<file path="src/rtl/madd_pkg.sv">
// madd_pkg: op bundle layout shared by every block that drives madd_pipeline.
// Bundle, LSB first: arg_a, arg_b, arg_c, shift(5), shift_disable, signedness,
// saturate_disable, dest(4), commit_id(9), commit_flag, block.
// The offset/width functions take the operand and block widths so that
// parameterised users can size their buses. op_t, OP_W and pack/unpack cover
// the default configuration (16-bit operands, 256 blocks).
package madd_pkg;

  localparam int unsigned SHIFT_W     = 5;
  localparam int unsigned DEST_W      = 4;
  localparam int unsigned COMMIT_ID_W = 9;

  localparam int unsigned DEF_DATA_W  = 16;
  localparam int unsigned DEF_BLOCK_W = 8;

  // Field offsets for an arbitrary operand width dw
  function automatic int unsigned off_arg_a(int unsigned dw);
    return 0 * dw;
  endfunction

  function automatic int unsigned off_arg_b(int unsigned dw);
    return 1 * dw;
  endfunction

  function automatic int unsigned off_arg_c(int unsigned dw);
    return 2 * dw;
  endfunction

  function automatic int unsigned off_shift(int unsigned dw);
    return 3 * dw;
  endfunction

  function automatic int unsigned off_shift_disable(int unsigned dw);
    return off_shift(dw) + SHIFT_W;
  endfunction

  function automatic int unsigned off_signedness(int unsigned dw);
    return off_shift_disable(dw) + 1;
  endfunction

  function automatic int unsigned off_saturate_disable(int unsigned dw);
    return off_signedness(dw) + 1;
  endfunction

  function automatic int unsigned off_dest(int unsigned dw);
    return off_saturate_disable(dw) + 1;
  endfunction

  function automatic int unsigned off_commit_id(int unsigned dw);
    return off_dest(dw) + DEST_W;
  endfunction

  function automatic int unsigned off_commit_flag(int unsigned dw);
    return off_commit_id(dw) + COMMIT_ID_W;
  endfunction

  function automatic int unsigned off_block(int unsigned dw);
    return off_commit_flag(dw) + 1;
  endfunction

  // Total bundle width for operand width dw and block-index width bw
  function automatic int unsigned op_width(int unsigned dw, int unsigned bw);
    return off_block(dw) + bw;
  endfunction

  // Default-configuration bundle; first member sits at the MSB end
  typedef struct packed {
    logic [DEF_BLOCK_W-1:0] block;
    logic                   commit_flag;
    logic [COMMIT_ID_W-1:0] commit_id;
    logic [DEST_W-1:0]      dest;
    logic                   saturate_disable;
    logic                   signedness;
    logic                   shift_disable;
    logic [SHIFT_W-1:0]     shift;
    logic [DEF_DATA_W-1:0]  arg_c;
    logic [DEF_DATA_W-1:0]  arg_b;
    logic [DEF_DATA_W-1:0]  arg_a;
  } op_t;

  localparam int unsigned OP_W = $bits(op_t);

  function automatic logic [OP_W-1:0] pack_op(op_t op);
    return OP_W'(op);
  endfunction

  function automatic op_t unpack_op(logic [OP_W-1:0] bits);
    return op_t'(bits);
  endfunction

endpackage

</file>
<file path="src/rtl/madd_arbiter_tag_fifo.sv">
// tag_fifo: in-order FIFO of requester tags, one entry per in-flight op.
// Ports: clk, reset (async, active-high), push/push_data, pop/head_data,
//        full, empty, count (occupancy, 0..depth).
// depth must be a power of two (>= 2); pointers wrap naturally mod depth.
module tag_fifo #(
  parameter int unsigned width = 2,
  parameter int unsigned depth = 8
) (
  input  logic                       clk,
  input  logic                       reset,
  input  logic                       push,
  input  logic [width-1:0]           push_data,
  input  logic                       pop,
  output logic [width-1:0]           head_data,
  output logic                       full,
  output logic                       empty,
  output logic [$clog2(depth):0]     count
);

  localparam int unsigned AW = $clog2(depth);

  logic [width-1:0] mem [depth];
  logic [AW-1:0]    wr_ptr;
  logic [AW-1:0]    rd_ptr;
  logic             do_push;
  logic             do_pop;

  assign full      = (count == (AW+1)'(depth));
  assign empty     = (count == '0);
  assign do_push   = push & ~full;
  assign do_pop    = pop & ~empty;
  assign head_data = mem[rd_ptr];

  // Pointer and occupancy state
  always_ff @(posedge clk or posedge reset) begin
    if (reset) begin
      wr_ptr <= '0;
      rd_ptr <= '0;
      count  <= '0;
    end else begin
      if (do_push) wr_ptr <= wr_ptr + AW'(1);
      if (do_pop)  rd_ptr <= rd_ptr + AW'(1);
      case ({do_push, do_pop})
        2'b10:   count <= count + (AW+1)'(1);
        2'b01:   count <= count - (AW+1)'(1);
        default: count <= count;
      endcase
    end
  end

  // Storage; contents are only observed while non-empty, so no reset needed
  always_ff @(posedge clk) begin
    if (do_push) mem[wr_ptr] <= push_data;
  end

endmodule

</file>
<file path="src/rtl/madd_arbiter.sv">
// madd_arbiter: shares one madd_pipeline between n_req requesters.
// One pending op per cycle is granted round-robin and registered into the
// pipeline input; the winner's index is queued in a tag FIFO so each result
// is steered back to its issuer in order.
// Ports:
//   clk, reset (async, active-high), enable (low blocks new grants)
//   req_valid/req_ready/req_op    : requester issue side, req_ready combinational
//   rsp_valid/rsp_ready/rsp_*     : requester result side, fields broadcast
//   madd_in_valid/ready, madd_op  : pipeline input (registered)
//   madd_out_valid/ready, madd_*  : pipeline output
//   inflight                      : tag FIFO occupancy
// Build option: MADD_ARB_PRIORITY_EN gives requester 0 strict priority; the
// others keep rotating among themselves.
module madd_arbiter
  import madd_pkg::*;
#(
  parameter int unsigned data_width   = 16,
  parameter int unsigned n_blocks     = 256,
  parameter int unsigned n_req        = 4,
  parameter int unsigned max_inflight = 8,
  localparam int unsigned BLK_W       = $clog2(n_blocks),
  localparam int unsigned TAG_W       = $clog2(n_req),
  localparam int unsigned CNT_W       = $clog2(max_inflight) + 1,
  localparam int unsigned ARB_OP_W    = op_width(data_width, BLK_W)
) (
  input  logic                      clk,
  input  logic                      reset,
  input  logic                      enable,
  input  logic [n_req-1:0]          req_valid,
  output logic [n_req-1:0]          req_ready,
  input  logic [n_req*ARB_OP_W-1:0] req_op,
  output logic [n_req-1:0]          rsp_valid,
  input  logic [n_req-1:0]          rsp_ready,
  output logic [2*data_width-1:0]   rsp_result,
  output logic [DEST_W-1:0]         rsp_dest,
  output logic [COMMIT_ID_W-1:0]    rsp_commit_id,
  output logic                      rsp_commit_flag,
  output logic [BLK_W-1:0]          rsp_block,
  output logic                      madd_in_valid,
  input  logic                      madd_in_ready,
  output logic [ARB_OP_W-1:0]       madd_op,
  input  logic                      madd_out_valid,
  output logic                      madd_out_ready,
  input  logic [2*data_width-1:0]   madd_result,
  input  logic [DEST_W-1:0]         madd_dest,
  input  logic [COMMIT_ID_W-1:0]    madd_commit_id,
  input  logic                      madd_commit_flag,
  input  logic [BLK_W-1:0]          madd_block,
  output logic [CNT_W-1:0]          inflight
);

  logic                issue_valid;
  logic                issue_free;
  logic [TAG_W-1:0]    rr_ptr;
  logic [TAG_W-1:0]    rr_next;
  logic [TAG_W-1:0]    winner;
  logic                found;
  logic                grant;
  logic [ARB_OP_W-1:0] win_op;
  int unsigned         scan_idx;

  logic                fifo_full;
  logic                fifo_empty;
  logic [TAG_W-1:0]    head;
  logic                pop;

  assign issue_free = ~issue_valid | madd_in_ready;

  // Winner search: first valid requester at or after rr_ptr, wrapping
  always_comb begin
    winner   = '0;
    found    = 1'b0;
    scan_idx = 0;
`ifdef MADD_ARB_PRIORITY_EN
    if (req_valid[0]) found = 1'b1;
`endif
    for (int unsigned k = 0; k < n_req; k++) begin
      scan_idx = int'(rr_ptr) + k;
      if (scan_idx >= n_req) scan_idx = scan_idx - n_req;
      if (!found && req_valid[TAG_W'(scan_idx)]) begin
        winner = TAG_W'(scan_idx);
        found  = 1'b1;
      end
    end
  end

  // Reset is folded in so req_ready stays low while reset is held
  assign grant = ~reset & enable & issue_free & ~fifo_full & found;

  assign rr_next = (winner == TAG_W'(n_req - 1)) ? '0 : winner + TAG_W'(1);

  // One-hot grant and op select
  always_comb begin
    req_ready = '0;
    win_op    = '0;
    if (grant) req_ready[winner] = 1'b1;
    for (int unsigned i = 0; i < n_req; i++) begin
      if (winner == TAG_W'(i)) win_op = req_op[i*ARB_OP_W +: ARB_OP_W];
    end
  end

  // Issue register and round-robin pointer
  always_ff @(posedge clk or posedge reset) begin
    if (reset) begin
      issue_valid <= 1'b0;
      madd_op     <= '0;
      rr_ptr      <= '0;
    end else begin
      if (grant) begin
        issue_valid <= 1'b1;
        madd_op     <= win_op;
`ifdef MADD_ARB_PRIORITY_EN
        if (winner != '0) rr_ptr <= rr_next;
`else
        rr_ptr <= rr_next;
`endif
      end else if (madd_in_ready) begin
        issue_valid <= 1'b0;
      end
    end
  end

  assign madd_in_valid = issue_valid;

  tag_fifo #(
    .width (TAG_W),
    .depth (max_inflight)
  ) u_tag_fifo (
    .clk       (clk),
    .reset     (reset),
    .push      (grant),
    .push_data (winner),
    .pop       (pop),
    .head_data (head),
    .full      (fifo_full),
    .empty     (fifo_empty),
    .count     (inflight)
  );

  // Response steering; an empty FIFO keeps madd_out_ready low
  always_comb begin
    rsp_valid = '0;
    for (int unsigned i = 0; i < n_req; i++) begin
      rsp_valid[i] = madd_out_valid & ~fifo_empty & (head == TAG_W'(i));
    end
  end

  assign madd_out_ready = ~fifo_empty & rsp_ready[head];
  assign pop            = madd_out_valid & madd_out_ready;

  assign rsp_result      = madd_result;
  assign rsp_dest        = madd_dest;
  assign rsp_commit_id   = madd_commit_id;
  assign rsp_commit_flag = madd_commit_flag;
  assign rsp_block       = madd_block;

endmodule

</file>
<file path="config.mk">
export PLATFORM = sky130hd
export DESIGN_NAME = madd_arbiter
export DESIGN_NICKNAME = d
export VERILOG_FILES = /design/src/rtl/madd_pkg.sv /design/src/rtl/madd_arbiter_tag_fifo.sv /design/src/rtl/madd_arbiter.sv
export SDC_FILE = /design/constraint.sdc
export NUM_CORES = 1
export LEC_CHECK = 0
export CAP_MARGIN = 5
export CELL_PAD_IN_SITES_DETAIL_PLACEMENT = 1
export CELL_PAD_IN_SITES_GLOBAL_PLACEMENT = 2
export CORE_AREA = 2 2 204 206
export DETAILED_ROUTE_END_ITERATION = 6
export DIE_AREA = 0 0 206 208
export DONT_BUFFER_PORTS = 1
export PLACE_DENSITY = 0.48
export SETUP_SLACK_MARGIN = 0.05
export SLEW_MARGIN = 20
export SYNTH_ARGS = -nofsm -noshare
export SYNTH_HDL_FRONTEND = slang
export SYNTH_SLANG_ARGS = --single-unit
</file>
<file path="constraint.sdc">
create_clock -name clk -period 4.2 [get_ports clk]
set_clock_uncertainty 0.05 [all_clocks]
set_input_delay 0.42 -clock clk [delete_from_list [all_inputs] [get_ports clk]]
set_output_delay 0.42 -clock clk [all_outputs]
set_load 0.01 [all_outputs]
</file>
# --- Word-level counts from Yosys, hierarchy flattened ---
# Memory sizes are Yosys's and may differ from the RTL's.
# Index checks and enable logic that the tools add are counted.
classes:
  bitwise: 18
  addsub: 12
  n_eq_ne: 9
  n_reduce_logical: 12
  magnitude_cmp: 11
  mux: 35
ops:
  columns: ["op", "n"]
  rows:
  - ["$mux W78", 4]
  - ["$lt A2 B3 Y1 const B", 6]
  - ["$mux W2", 9]
  - ["$mux W1", 14]
  - ["$and A1 B1 Y1", 13]
  - ["$bmux W1 S2", 5]
  - ["$eq A2 B2 Y1 const B", 5]
  - ["$ge A3 B3 Y1 const B", 3]
  - ["$pmux W4 S2", 1]
  - ["$sub A2 B1 Y2 const B", 4]
  - ["$add A2 B2 Y3 const B", 2]
  - ["$add A3 B1 Y3 const B", 2]
  - ["$eq A2 B1 Y1 const B", 3]
  - ["$add A4 B1 Y4 const B", 1]
  - ["$eq A4 B4 Y1 const B", 1]
  - ["$logic_and A1 B1 Y1", 4]
  - ["$logic_not A2 Y1", 2]
  - ["$logic_not A4 Y1", 1]
  - ["$mux W4", 1]
  - ["$not A1 Y1", 4]
  - ["$reduce_bool A2 Y1", 2]
  - ["$sub A4 B1 Y4 const B", 1]
  - ["$add A2 B1 Y3 const B", 1]
  - ["$ge A2 B3 Y1 const B", 1]
  - ["other kinds (5)", 7]
word_totals:
  memories: 1
  inputBits: 379
  word_cells: 104
  ff_bits: 91
  mem_bits_rw: 16
memory_table:
  columns: ["memory", "words", "word_bits", "read_ports", "rd_clocked_by_memory_dff", "wr", "line_no", "text"]
  rows:
  - ["u_tag_fifo.mem", 8, 2, 1, 0, 1, "madd_arbiter_tag_fifo.sv:22", "logic [width-1:0] mem [depth];"]

# --- Depth between registers and ports, before layout ---
# Gate-level depths: netlist of the first run.
depth:
  ltp_word: 19
  depth_mapped: 13

# --- Hierarchy ---
# Synthesis of the first run repeated with hierarchy kept, for this count alone.
unflattened:
  cells_unflattened: 645
  hier_area_um2: 6359.8
modules_own_cells:
  columns: ["mod", "n_inst", "cells_each", "area_each_um2"]
  rows:
  - ["madd_arbiter", 1, 554, 5096.1]
  - ["tag_fifo", 1, 91, 1263.7]

# --- Worst setup path after synthesis of the first run ---
# No wires, ideal clock.
synth_timing:
  path_type: "register to register"
  start: "reg u_tag_fifo.rd_ptr[0]"
  end: "reg u_tag_fifo.count[3]"
  required_time_ns: 4.023
  setup_time_ns: 0.127
  arrival_ns: 3.037
  synth_period_minus_slack_ns: 3.214
  path_stages_with_launch: 14
  path_buffers: 1
  setup_slack_ns: 0.986
  cell_sequence: "dfrtp_1 > buf_6 > mux2_4 > mux4_2 > mux4_2 > nand2_4 > inv_2 > ha_1 > ha_1 > a21o_1 > a21oi_1 > xnor2_1 > nor2_1 > xor2_1"
synth_between:
  elab_chain_len: 8
  word_cells_on_any_way: 10
  cone_classes: "2 x eq/ne; 3 x mux; 3 x bitwise; 1 x reduce/logical; 1 x memory"
synth_lines:
  columns: ["element", "line_no", "text"]
  rows:
  - ["start, declared", "madd_arbiter_tag_fifo.sv:24", "logic [AW-1:0] rd_ptr;"]
  - ["start signal, assigned", "madd_arbiter_tag_fifo.sv:42", "if (do_pop) rd_ptr <= rd_ptr + AW'(1);"]
  - ["$mem_v2 Z8 W2 *", null, null]
  - ["$bmux W1 S2 *", "madd_arbiter.sv:148", "assign madd_out_ready = ~fifo_empty & rsp_ready[head];"]
  - ["$mux W1 (implied by the code) *", "madd_arbiter.sv:148", null]
  - ["$and A1 B1 Y1 *", "madd_arbiter.sv:148", null]
  - ["$and A1 B1 Y1 *", "madd_arbiter.sv:149", "assign pop = madd_out_valid & madd_out_ready;"]
  - ["$and A1 B1 Y1 *", "madd_arbiter_tag_fifo.sv:31", "assign do_pop = pop & ~empty;"]
  - ["named net u_tag_fifo.do_pop", "madd_arbiter_tag_fifo.sv:26", "logic do_pop;"]
  - ["$eq A2 B1 Y1 / $eq A2 B2 Y1 (equally long branches)", "madd_arbiter_tag_fifo.sv:43", "case ({do_push, do_pop})"]
  - ["$pmux W4 S2 / $reduce_bool A2 Y1 (equally long branches)", null, null]
  - ["end signal, assigned", "madd_arbiter_tag_fifo.sv:44", "2'b10: count <= count + (AW+1)'(1);"]
  - ["end signal, assigned", "madd_arbiter_tag_fifo.sv:45", "2'b01: count <= count - (AW+1)'(1);"]
  - ["end signal, assigned", "madd_arbiter_tag_fifo.sv:46", "default: count <= count;"]
  - ["end, declared", "madd_arbiter_tag_fifo.sv:17", "output logic [$clog2(depth):0] count"]
# Mark *: on every way through the listed nets, which the timed path passes. The rest lies on a longest branch. The select of a mux whose other input is x is not followed.
# A chain may end at the register's enable or synchronous reset.

# --- Worst setup path after layout of the first run ---
# Same ends and word-level chain as after synthesis.

==> impl_metrics.env, run 1 <==
export IMPL_ant_nets=0
export IMPL_place_congestion=0.712
export IMPL_hold_class="in -> reg"
export IMPL_slew_headroom_pct=44.1
export IMPL_antenna_cells=0
export IMPL_cts_setup_buffers=0
export IMPL_power_leakage_uw=0.00252
export IMPL_r2r_end="u_tag_fifo.count[3]$_DFFE_PP0P_"
export IMPL_critPathKind="reg -> reg"
export IMPL_cp_cell_sequence="mux2_1 -> mux4_2 -> mux4_2 -> nand2_4 -> inv_2 -> ha_1 -> ha_1 -> a21o_1 -> a21oi_1 -> xnor2_1 -> nor2_1 -> xor2_1"
export IMPL_cts_buffers=9
export IMPL_yosysSeqAreaShare_pct=37.6
export IMPL_ys_seq_elements=107
export IMPL_grt_pass1_wl_um=39000
export IMPL_die_area_sq_um=42800
export IMPL_clock_sinks=107
export IMPL_coreArea_sq_um=40600
export IMPL_start_util_pct=18.1
export IMPL_io_buffers=0
export IMPL_instances_no_fill=1309
export IMPL_grt_max_degree=165
export IMPL_synth_cell_type_count=39
export IMPL_place_inst=1292
export IMPL_fill_cells=4820
export IMPL_grt_util_all_layers_pct=12.0
export IMPL_path_max_fanout=8
export IMPL_synth_cells=881
export IMPL_finalSetupViolCount=0
export IMPL_finalCriticalPeriod_ps=3490
export IMPL_cts_buffer_depth=2
export IMPL_async_flop_share_pct=85.0
export IMPL_synth_avg_cell_area_sq_um=8.33
export IMPL_clockPowerShare_pct=16.6
export IMPL_layout_drive_gt1_share_pct=5.79
export IMPL_synth_edf_count=16
export IMPL_clock_root_buffer="clkbuf_16"
export IMPL_reg2reg_depth=12
export IMPL_p_int_uw=2950
export IMPL_insertion_delay_ps=370
export IMPL_rrSetupSlack_ps=710
export IMPL_h_tree_depth=3
export IMPL_cts_tree="done"
export IMPL_timing_rr_start="u_tag_fifo.rd_ptr[0]$_DFFE_PP0P_"
export IMPL_critPathCapture="u_tag_fifo.count[3]$_DFFE_PP0P_"
export IMPL_syn_area_sq_um=7340
export IMPL_grt_antenna_before_repair=0
export IMPL_die_w_um=206
export IMPL_grt_pass1_vias=6257
export IMPL_cap_viol_max_count=0
export IMPL_nets=1161
export IMPL_fmax_mhz=287
export IMPL_first_pass_iters=4
export IMPL_rsz0062_at_grt="no"
export IMPL_yosys_warnings=0
export IMPL_finalHoldViolCount=0
export IMPL_synth_nets=1270
export IMPL_avgViaCountPerCell=4.57
export IMPL_arrival_ps=3690
export IMPL_outcome="completed"
export IMPL_pwr_share_comb_pct=43.0
export IMPL_final_core_util_pct=19.2
export IMPL_worst_setup_path_start_kind="flip-flop"
export IMPL_critPathLaunch="u_tag_fifo.rd_ptr[0]$_DFFE_PP0P_"
export IMPL_wl_per_cell_um=20.3
export IMPL_syn2layout_area_growth_pct=6.31
export IMPL_worst_slew_pin_slew_ps=817
export IMPL_drc=0
export IMPL_fp_dieH_um=208
export IMPL_slowest_stage="dfrtp_1"
export IMPL_end_kind="flip-flop"
export IMPL_finalCritPeriodShare_pct=83.0
export IMPL_post_dp_hpwl_um=20100
export IMPL_std_cell_rows=74
export IMPL_switching_share_pct=45.7
export IMPL_p_seq_share_pct=40.4
export IMPL_wl_um=26500
export IMPL_power_net_switching_uw=2480
export IMPL_hold_slack_ps=207
export IMPL_clk_pin_slew_ps=80
export IMPL_grt_overflow_total=0
export IMPL_ir_worst_vdd_uv=224
export IMPL_via_count=5981
export IMPL_slowest_delay_ps=610
export IMPL_worstPathRequired_ps=4410
export IMPL_detail_route_iter0_violations=223
export IMPL_ioPinCount=525
export IMPL_final_max_slew_viol_count=0
export IMPL_p_per_area_nw_per_um2=696
export IMPL_synth_ff_type="dfrtp_1"
export IMPL_p_total_uw=5430
export IMPL_setup_tns_ps=0
==> layout by cell type (no fill, tap or decap), types with 4 or more instances in the layout <==
| cell type | synthesis | routed |
|---|---|---|
| o21a_1 | 79 | 79 |
| buf_4 | 54 | 7 |
| xnor2_1 | 6 | 6 |
| edfxtp_1 | 16 | 16 |
| nor3_1 | 6 | 6 |
| nand2b_1 | 5 | 5 |
| and2_1 | 4 | 4 |
| clkbuf_16 | 0 | 9 |
| dfrtp_1 | 91 | 91 |
| nand2_1 | 168 | 168 |
| nand3b_1 | 78 | 78 |
| ha_1 | 9 | 5 |
| nor2_1 | 8 | 8 |
| mux2_4 | 4 | 4 |
| o211ai_1 | 78 | 78 |
| ha_4 | 0 | 4 |
| nor2b_1 | 4 | 4 |
| inv_1 | 7 | 6 |
| a21oi_1 | 160 | 160 |
| buf_12 | 0 | 5 |
==> kinds of logic (layout without fill, tap and decap cells) <==
family,Yosys count,after routing,share of synthesized area (%)
AOI/OAI and AO/OA,323,323,27.6
and+or+nand+nor,278,278,19.0
buffers and inverters,143,39,10.4
DFF,107,107,37.6
muxes,12,12,2.73
adders and majority gates,10,10,1.81
xor gates and xnor gates,8,8,0.954
==> what timing repair did <==
action                                  CTS  global route
endpoints found under the hold margin    16             0
gates resized for setup                   0             0
endpoints found under the setup margin    0             0
hold buffers                              1             0
==> registers in the layout (all words and copies together) (netlist names) <==
name	count
rr_ptr	2
u_tag_fifo.mem	16
madd_in_valid	1
madd_op	78
u_tag_fifo.wr_ptr	3
u_tag_fifo.rd_ptr	3
u_tag_fifo.count	4
==> critical path: cells and delay by family (launching register included) <==
kind,cells,cell delay (ps)
buf+inv,1,30
flops,1,610
simple gates,2,190
xor+xnor,2,270
compound gates,2,350
mux,3,1360
fa+ha+maj,2,500
==> worst min-delay path by stage <==
stage | startpoint | endpoint | slack [ps] | cells after the start
after floorplan | u_tag_fifo.rd_ptr[2]$_DFFE_PP0P_ | u_tag_fifo.rd_ptr[2]$_DFFE_PP0P_ | 430 | 1
after CTS | madd_in_ready | madd_in_valid$_DFFE_PP0P_ | 180 | 2
final | madd_in_ready | madd_in_valid$_DFFE_PP0P_ | 210 | 2
after global routing | madd_in_ready | madd_in_valid$_DFFE_PP0P_ | 180 | 2
after detailed placement | reset | madd_in_valid$_DFFE_PP0P_ | 200 | 1
after global placement | reset | madd_in_valid$_DFFE_PP0P_ | 200 | 1
==> metal layers <==
layer | wire (um) | vias up | track usage, %
li1 | - | 2852 | -
met4 | 425 | 0 | 3.52
met2 | 13200 | 242 | 20.7
met3 | 2140 | 24 | 3.85
met1 | 10800 | 2863 | 14.0
met5 | 0 | - | 0
==> metrics by stage <==
stage | setup WS, ps | area (sq um)
2_1_floorplan | 986 | 7340
3_3_place_gp | 736 | 7490
3_5_place_dp | 694 | 7490
4_1_cts | 687 | 7800
5_1_grt | 482 | 7800
6_report | 715 | 7800
==> power groups by stage <==
stage | sequential (uW) | clock (uW) | combinational [uW]
after floorplan | 2000 | 0 | 1910
final | 2190 | 904 | 2330
after detailed placement | 2240 | 0 | 2390
after CTS | 2230 | 963 | 2400
after global placement | 2250 | 0 | 2350
after global routing | 2270 | 1010 | 2660
==> synth_stat cells, drive strengths merged, types with 2 or more instances <==
library cell	number	area share (%)
nand2	169	8.7
a21oi	160	11
dfrtp	91	31
o21a	79	8.1
nand3b	78	8.0
o211ai	78	8.0
buf	72	6.7
clkbuf	61	3.1
edfxtp	16	6.5
inv	10	0.51
ha	9	1.5
nor2	8	0.41
mux2	6	1.1
nor3	6	0.41
xnor2	6	0.72
nand2b	5	0.43
and2	4	0.34
mux4	4	1.3
nor2b	4	0.34
mux2i	2	0.27
nor4	2	0.17
xor2	2	0.24
==> cell type report <==
type                    instances  area (sq um)  share of cell area (%)
clock buffers                   9           225                    2.89
repair buffers                 13           163                    2.08
inverters                      10          40.0                   0.513
well taps                     532           666                    8.53
flip-flops and latches        107          2760                    35.3
multi-input cells             631          3870                    49.6
clock inverters                 7          78.8                    1.01
No activity file was read; power rests on OpenSTA's default activity.
==> run 2, diff against run 1 <==
--- a/config.mk
+++ b/config.mk
@@ -8,11 +8,11 @@
 export CAP_MARGIN = 5
 export CELL_PAD_IN_SITES_DETAIL_PLACEMENT = 1
 export CELL_PAD_IN_SITES_GLOBAL_PLACEMENT = 2
-export CORE_AREA = 2 2 204 206
+export CORE_AREA = 2 2 202 204
 export DETAILED_ROUTE_END_ITERATION = 6
-export DIE_AREA = 0 0 206 208
+export DIE_AREA = 0 0 204 206
 export DONT_BUFFER_PORTS = 1
-export PLACE_DENSITY = 0.48
+export PLACE_DENSITY = 0.51
 export SETUP_SLACK_MARGIN = 0.05
 export SLEW_MARGIN = 20
 export SYNTH_ARGS = -nofsm -noshare
==> constraint.sdc (replaced) <==
create_clock -name clk -period 2.92 [get_ports clk]
set_clock_uncertainty 0.05 [all_clocks]
set_input_delay 0.292 -clock clk [delete_from_list [all_inputs] [get_ports clk]]
set_output_delay 0.292 -clock clk [all_outputs]
set_load 0.01 [all_outputs]
==> impl_metrics.env, run 2 (synthesized netlist as in run 1, its figures left out) <==
export IMPL_fin_ws_ps=-144
export IMPL_rrSetupSlack_ps=-140
export IMPL_cts_buffer_depth=2
export IMPL_design_area_sq_um=8330
export IMPL_path_max_fanout=7
export IMPL_detail_route_iter0_violations=265
export IMPL_clock_sinks=107
export IMPL_grt_max_degree=92
export IMPL_top_regs="madd_op (78), u_tag_fifo.mem (16), u_tag_fifo.count (4)"
export IMPL_first_pass_iters=4
export IMPL_clk_pin_slew_ps=80
export IMPL_reg2reg_depth=12
export IMPL_power_leakage_uw=0.00279
export IMPL_cts_tree="done"
export IMPL_holdPathStages=2
export IMPL_place_congestion=0.705
export IMPL_final_core_util_pct=20.7
export IMPL_critPathCapture="u_tag_fifo.count[3]$_DFFE_PP0P_"
export IMPL_finalHoldViolCount=0
export IMPL_clock_root_buffer="clkbuf_16"
export IMPL_io_buffers=0
export IMPL_worst_slew_pin_slew_ps=543
export IMPL_layout_common_cells="nand2_1 (168), a21oi_1 (159), dfrtp_1 (90)"
export IMPL_start_util_pct=18.3
export IMPL_p_per_area_nw_per_um2=1000
export IMPL_dpl_cell_area_sq_um=7880
export IMPL_p_total_uw=8340
export IMPL_slew_headroom_pct=63.8
export IMPL_top_register="madd_op"
export IMPL_grt_overflow_total=0
export IMPL_nets=1207
export IMPL_grt_antenna_before_repair=0
export IMPL_antenna_cells=0
export IMPL_largest_reg_flops=78
export IMPL_h_tree_depth=3
export IMPL_die_area_sq_um=42000
export IMPL_r2r_end="u_tag_fifo.count[3]$_DFFE_PP0P_"
export IMPL_wl_per_cell_um=20.5
export IMPL_timing_rr_start="u_tag_fifo.rd_ptr[0]$_DFFE_PP0P_"
export IMPL_hold_class="in -> reg"
export IMPL_finalSetupViolCount=4
export IMPL_layout_drive_gt1_share_pct=12.3
export IMPL_syn2layout_area_growth_pct=13.5
export IMPL_grt_pass1_vias=6254
export IMPL_finalCriticalPeriod_ps=3060
export IMPL_mostFrequentLayoutCell="nand2_1"
export IMPL_finalCritPeriodShare_pct=105
export IMPL_ir_worst_vdd_uv=305
export IMPL_ioPinCount=525
export IMPL_fp_dieH_um=206
export IMPL_slowest_stage="dfrtp_2"
export IMPL_critPathLaunch="u_tag_fifo.rd_ptr[0]$_DFFE_PP0P_"
export IMPL_grt_util_all_layers_pct=12.2
export IMPL_via_count=6148
export IMPL_critPathKind="reg -> reg"
export IMPL_cts_buffers=9
export IMPL_coreArea_sq_um=40200
export IMPL_ant_nets=0
export IMPL_setup_tns_ps=-219
export IMPL_worstPathRequired_ps=3140
export IMPL_fill_cells=4737
export IMPL_wl_um=27700
export IMPL_final_max_slew_viol_count=0
export IMPL_std_cell_rows=74
export IMPL_cp_cell_sequence="mux2_4 -> mux4_2 -> mux4_2 -> nand2_4 -> inv_2 -> ha_4 -> ha_4 -> a21o_1 -> a21oi_2 -> xnor2_1 -> nor2_1 -> xor2_1"
export IMPL_grt_pass1_wl_um=38900
export IMPL_violations="setup timing"
export IMPL_arrival_ps=3280
export IMPL_outcome="finished with violations"
export IMPL_die_w_um=204
export IMPL_slowest_delay_ps=500
export IMPL_insertion_delay_ps=370
export IMPL_end_kind="flip-flop"
export IMPL_post_dp_hpwl_um=20900
export IMPL_fmax_mhz=326
export IMPL_rsz0062_at_grt="yes"
export IMPL_worst_setup_path_start_kind="flip-flop"
export IMPL_drc=0
export IMPL_avgViaCountPerCell=4.54
export IMPL_cap_viol_max_count=0
## run 2: changes by cell type in the layout (fill, tap and decap cells not counted), moves of 2 or more
cell / change
buf_6: +2
buf_12: +7
ha_1: -3
buf_4: +35
ha_4: +3
## run 2: cell type report
class	instances	area [sq um]	area share [%]
inverters	10	42.5	0.511
clock buffers	9	225	2.70
multi-input cells	631	3940	47.3
flip-flops and latches	107	2760	33.1
well taps	532	666	7.99
clock inverters	7	61.3	0.736
repair buffers	59	641	7.69
## run 2: routing by layer
layer,global-route usage [%],part of all wire [%],vias to the layer above
met5,0,0,-
met4,5.18,2.3,0
met3,3.47,7.4,30
met2,20.2,49,244
met1,14.9,41,2932
li1,-,-,2942
## run 2: worst min-delay path by stage
| stage | slack, ps | startpoint | end |
|---|---|---|---|
| CTS | 50 | madd_in_ready | madd_in_valid$_DFFE_PP0P_ |
| global route | 90 | madd_in_ready | madd_in_valid$_DFFE_PP0P_ |
| detailed placement | 290 | reset | madd_in_valid$_DFFE_PP0P_ |
| floorplan | 430 | u_tag_fifo.rd_ptr[2]$_DFFE_PP0P_ | u_tag_fifo.rd_ptr[2]$_DFFE_PP0P_ |
| global placement | 290 | reset | madd_op[58]$_DFFE_PP0N_ |
| finish | 90 | madd_in_ready | madd_in_valid$_DFFE_PP0P_ |
## run 2: what timing repair did
item                       4_1_cts  5_1_grt
setup buffers                    0       11
gates cloned                     0        1
pin swaps                        0        5
setup endpoints to repair        8        8
hold buffers                     1        0
gates resized for setup          4       10
hold endpoints to repair        91        0
## run 2: power by group
part           switching [uW]  leakage (uW)  internal (uW)  total (uW)
combinational            2120       0.00146           1880        4000
sequential                902       0.00119           2190        3090
clock                     652      0.000135            595        1250
total                    3680       0.00279           4670        8340
## run 2: critical path: cells and delay by family, from the launching register on
family / cells / cell delay, ps
compound gates: 2 / 310
xor+xnor: 2 / 260
fa+ha+maj: 2 / 360
buf+inv: 1 / 50
flops: 1 / 500
mux: 3 / 1300
simple gates: 2 / 140
## run 2: stage by stage
step | std cells | hold slack [ps] | worst slack, ps
after floorplan | 881 | 431 | -120
after global routing | 1355 | 94.3 | -260
after CTS | 1343 | 45.8 | -160
after detailed placement | 1326 | 294 | -267
final | 1355 | 94.9 | -144
after global placement | 1326 | 288 | -247
